### config.mk
export PLATFORM = sky130hd
export DESIGN_NAME = gamma_cp_deserializer
export DESIGN_NICKNAME = d
export VERILOG_FILES = /design/src/rtl/gamma_cp_deserializer.sv
export SDC_FILE = /design/constraint.sdc
export NUM_CORES = 1
export LEC_CHECK = 0
export BUFFER_PORTS_ARGS = -buffer_cell sky130_fd_sc_hd__buf_4
export CAP_MARGIN = 25
export CORE_UTILIZATION = 45
export DETAILED_ROUTE_END_ITERATION = 12
export PLACE_DENSITY = 0.68
export SKIP_CTS_REPAIR_TIMING = 1
export SLEW_MARGIN = 20
export SYNTH_ARGS = -nofsm -noshare
export SYNTH_HDL_FRONTEND = slang
export SYNTH_SLANG_ARGS = --single-unit
### constraint.sdc
create_clock -name clk -period 2.9 [get_ports clk]
set_clock_uncertainty 0.2 [all_clocks]
set_input_delay 0.145 -clock clk [delete_from_list [all_inputs] [get_ports clk]]
set_output_delay 0.145 -clock clk [all_outputs]
set_load 0.1 [all_outputs]
### src/rtl/gamma_cp_deserializer.sv
// Re-assembles serial colour planes from the gamma corrector into one parallel pixel.
// Broken plane sequences are dropped and counted, and the block resynchronises on the next plane 0.
module gamma_cp_deserializer #(
  parameter int DATA_WIDTH   = 10,
  parameter int CPSEL_WIDTH  = 2,
  parameter int NUM_CP       = 3,
  parameter int ERRCNT_WIDTH = 8
) (
  input  logic                    clk,
  input  logic                    rstn,
  input  logic                    ce,
  input  logic                    inpvalid,
  input  logic [CPSEL_WIDTH-1:0]  cpin,
  input  logic [DATA_WIDTH-1:0]   din,
  input  logic                    clr_err,
  output logic                    outvalid,
  output logic [DATA_WIDTH-1:0]   dout0,
  output logic [DATA_WIDTH-1:0]   dout1,
  output logic [DATA_WIDTH-1:0]   dout2,
  output logic                    seqerr,
  output logic [ERRCNT_WIDTH-1:0] errcnt
);

  typedef enum logic [1:0] {
    EXP0 = 2'd0,
    EXP1 = 2'd1,
    EXP2 = 2'd2
  } state_t;

  localparam logic [CPSEL_WIDTH-1:0]  LAST_CP = CPSEL_WIDTH'(NUM_CP - 1);
  localparam logic [ERRCNT_WIDTH-1:0] ERR_MAX = '1;

  state_t                  state;
  state_t                  state_nxt;
  logic [CPSEL_WIDTH-1:0]  exp_cp;
  logic                    last_plane;
  logic                    seq_err;
  logic                    cap0_en;
  logic                    cap1_en;
  logic [DATA_WIDTH-1:0]   cap0;
  logic [DATA_WIDTH-1:0]   cap1;

  // A tag >= NUM_CP can never equal the expected plane, so one compare covers both error cases.
  always_comb begin
    state_nxt  = state;
    exp_cp     = '0;
    last_plane = 1'b0;
    seq_err    = 1'b0;
    cap0_en    = 1'b0;
    cap1_en    = 1'b0;

    case (state)
      EXP0:    exp_cp = CPSEL_WIDTH'(0);
      EXP1:    exp_cp = CPSEL_WIDTH'(1);
      EXP2:    exp_cp = CPSEL_WIDTH'(2);
      default: exp_cp = '0;
    endcase

    if (inpvalid) begin
      if (cpin == exp_cp) begin
        if (cpin == LAST_CP) begin
          last_plane = 1'b1;
          state_nxt  = EXP0;
        end else begin
          cap0_en   = (state == EXP0);
          cap1_en   = (state == EXP1);
          state_nxt = (state == EXP0) ? EXP1 : EXP2;
        end
      end else begin
        seq_err = 1'b1;
        if (cpin == '0) begin
          cap0_en   = 1'b1;
          state_nxt = EXP1;
        end else begin
          state_nxt = EXP0;
        end
      end
    end
  end

  always_ff @(posedge clk) begin
    if (!rstn) begin
      state <= EXP0;
    end else if (ce) begin
      state <= state_nxt;
    end
  end

  always_ff @(posedge clk) begin
    if (!rstn) begin
      outvalid <= 1'b0;
      cap0     <= '0;
      cap1     <= '0;
      dout0    <= '0;
      dout1    <= '0;
      dout2    <= '0;
      seqerr   <= 1'b0;
      errcnt   <= '0;
    end else if (ce) begin
      outvalid <= last_plane;

      if (cap0_en) begin
        cap0 <= din;
      end
      if (cap1_en) begin
        cap1 <= din;
      end

      // The final plane bypasses the capture registers and lands straight in the output.
      if (last_plane) begin
        dout0 <= cap0;
        if (NUM_CP == 3) begin
          dout1 <= cap1;
          dout2 <= din;
        end else begin
          dout1 <= din;
          dout2 <= '0;
        end
      end

      if (seq_err) begin
        seqerr <= 1'b1;
        if (clr_err) begin
          errcnt <= ERRCNT_WIDTH'(1);
        end else if (errcnt != ERR_MAX) begin
          errcnt <= errcnt + ERRCNT_WIDTH'(1);
        end
      end else if (clr_err) begin
        seqerr <= 1'b0;
        errcnt <= '0;
      end
    end
  end

endmodule

==> reports/metrics.yaml <==
final_layout:
  final-instance-count-excl-fill: 425
  syn2layout_area_growth_pct: 29.11
  fin_nets: 367
  final_layout_size_suffix_gt1_frac: 0.2266
  antennaDiodeCount: 0
critical_path:
  path_max_fanout: 16
  required_ps: 2960
  critPathLaunchType: "flip-flop"
  reg2reg_to: "dout0[8]"
  r2r_cells: 5
  r2r-start: "state[1]"
  cp.arrival_ps: 2310
  worst-setup-path-type: "flip-flop to flip-flop"
  reg2reg_slack_ps: 650
  path_cells: "nand4bb_1 -> nor2_2 -> buf_4 -> nand2_1 -> a21boi_0"
  end_kind: "flip-flop"
  worst_path_max_delay_cell: "nor2_2"
  cpPeakStageDelay_ps: 640
grt:
  grt_pass1_wl_um: 9411
  grt_usage: 0.2024
  grt_pass1_vias: 1935
  grt-ovfl-total: 0
  antenna_found_initial: 0
  grt_max_degree: 61
floorplan:
  dieHeight_um: 78.27
  floorplan.initialDensity: 0.4724
  row_count: 27
  die_area_um2: 6125
  die_x_um: 78.27
  coreArea_um2: 5540
  pin_count: 57
detailed_routing:
  detail_route.first_pass.iterations: 4
  drt_iter0_drc: 214
  drt_wl_total_um: 5783
  routedWlPerCell_um: 13.61
  num_vias: 2183
  drcViolationCount: 0
  vias_per_cell: 5.136
  antenna_left: 0
placed_design:
  gp_congestion: 0.8232
  dp_cells: 399
  dp_hpwl_um: 3838
  port_buffers: 56
timing:
  finalSetupViolations: 0
  slew-limit-headroom: 0.5459
  min_period_ps: 2255
  slew_viol_final: 0
  hold_viol: 0
  fin_crit_sh: 0.7775
  setup_tns_ps: 0
  rsz0062_at_grt: "no"
  fmax_mhz: 443.5
  tightest_slew_ps: 680.4
yosys:
  syn_nets: 302
  synthArstFlopShare: 0
  synth.distinct_cells: 46
  yosys.area.top_type_share: 0.4742
  synth_area_per_cell_um2: 9.217
  synth_edf_count: 0
  synth_area_leaders: "dfxtp_1 47%, nand2_1 9.8%, mux2i_1 8.0%"
  synth_cells: 284
  synth_largest_area_cell: "dfxtp_1"
  ys_ff_latch: 62
  synth_ff_type: "dfxtp_1"
  ys_seq_area_frac: 0.4742
  synth_warnings: 0
  netlist_area_um2: 2618
pwr:
  p_total_mw: 1.721
  leakagePower_nw: 1.319
  peakVddDrop_uv: 336.3
  powerDensity_nw_per_um2: 509.2
hold_path:
  worstHoldPathCells: 3
  hold_path.startpoint: "clr_err"
  hp-class: "primary input to flip-flop"
  worstHoldEndpoint: "errcnt[7]"
clocking:
  h-tree-depth: 3
  clk_pin_slew_ps: 70
  cts_buffer_depth: 2
  worst_skew_pair.late_latency_ps: 330
  cts_tree: "built"
  cts-root-buf: "clkbuf_8"
  cts_buffers: 9
  clock-sinks: 62
job:
  drv_cap: 0
run_status:
  outcome: "finished, final reports clean"
==> area by class of cell <==
type,instances,area [um2]
Clock buffer,10,137.6
Clock inverter,5,50.05
Fill cell,509,2161
Inverter,4,15.01
Multi-Input combinational cell,203,1292
Sequential cell,62,1241
Tap cell,72,90.09
Timing Repair Buffer,69,553.0
==> cells in the final DEF (no fill, tap or decap), types with 2 or more instances in the layout <==
cell	Yosys	final
nor2_1	4	3
dlygate4sd3_1	0	11
nor2b_1	23	23
dfxtp_1	62	62
nand2_1	68	68
a21boi_0	24	24
and3_1	2	2
clkinv_2	0	4
o221ai_1	2	2
o211ai_1	3	3
a211o_1	2	2
inv_1	4	4
o21ai_0	2	2
nand3_1	5	5
nor3_1	2	2
nand2b_1	4	4
buf_4	3	57
nand4_1	4	4
o21a_1	2	2
a21oi_1	2	2
mux2i_1	21	21
a21boi_1	9	9
clkbuf_8	0	10
==> registers in the layout (all words and copies together), names as in the netlist <==
register / flops
cap0: 10
cap1: 10
dout0: 10
dout1: 10
dout2: 10
errcnt: 8
outvalid: 1
seqerr: 1
state: 2
==> worst max path at each step <==
stage / slack [ps] / depth (start not counted) / from / endpoint
6_report: 650 / 5 / state[1] / dout0[8]
5_1_grt: 370 / 5 / state[1] / dout0[7]
4_1_cts: 620 / 5 / state[1] / dout0[8]
3_5_place_dp: 630 / 5 / state[1] / dout0[8]
3_3_place_gp: 650 / 5 / state[1] / dout2[9]
2_1_floorplan: 430 / 5 / errcnt[0] / errcnt[6]
==> critical path, delay by kind of cell, from the launching register on <==
family	cells	cell delay, ps
AOI/OAI and AO/OA	1	150
buffers and inverters	1	330
DFF	1	450
and+or+nand+nor	3	1050
==> per-layer routing <==
| layer | vias up | routed length, um | global-route usage |
|---|---|---|---|
| met3 | 9 | 231 | 0.04535 |
| met2 | 56 | 2777 | 0.3149 |
| met4 | 0 | 116 | 0.1185 |
| met5 | - | 0 | 0 |
| met1 | 1015 | 2657 | 0.2566 |
| li1 | 1103 | - | - |
==> synthesized netlist by cell type (3+ instances only) <==
cell type,count
buf_2,3
o211ai_1,3
dfxtp_1,62
nand2_1,68
nand3_1,5
nand4_1,4
clkbuf_1,9
nor2_1,4
inv_1,4
nand2b_1,4
a21boi_1,9
mux2i_1,21
a21boi_0,24
buf_4,3
nor2b_1,23
==> cells by family (layout without fill, tap and decap cells) <==
kind of cell | Yosys count | count (layout) | synth area share
AO/OA/AOI/OAI | 56 | 56 | 0.1687
XOR/XNOR | 1 | 1 | 0.003347
adder cells (fa/ha/maj) | 1 | 1 | 0.004779
buffers and inverters | 19 | 88 | 0.03298
flip-flops | 62 | 62 | 0.4742
multiplexers | 22 | 22 | 0.08461
AND/OR/NAND/NOR | 123 | 123 | 0.2314
==> through the flow <==
step / cell area, um2 / util / setup WS, ps / hold WS, ps
2_1_floorplan: 2618 / - / 428.5 / 89.92
6_report: 3379 / 0.6100 / 645.2 / 39.32
5_1_grt: 3379 / 0.6100 / 368.2 / 47.01
3_3_place_gp: 3067 / 0.5535 / 651.8 / 219.9
4_1_cts: 3269 / 0.5901 / 619.3 / -118.5
3_5_place_dp: 3082 / 0.5562 / 632.1 / 226.3
==> report_power, final <==
group	switching (mW)	internal (mW)	total, mW
logic	0.0683	0.0553	0.124
clock network	0.324	0.409	0.734
registers	0.00578	0.858	0.864
Note: power is estimated with default switching activity, not from simulation.
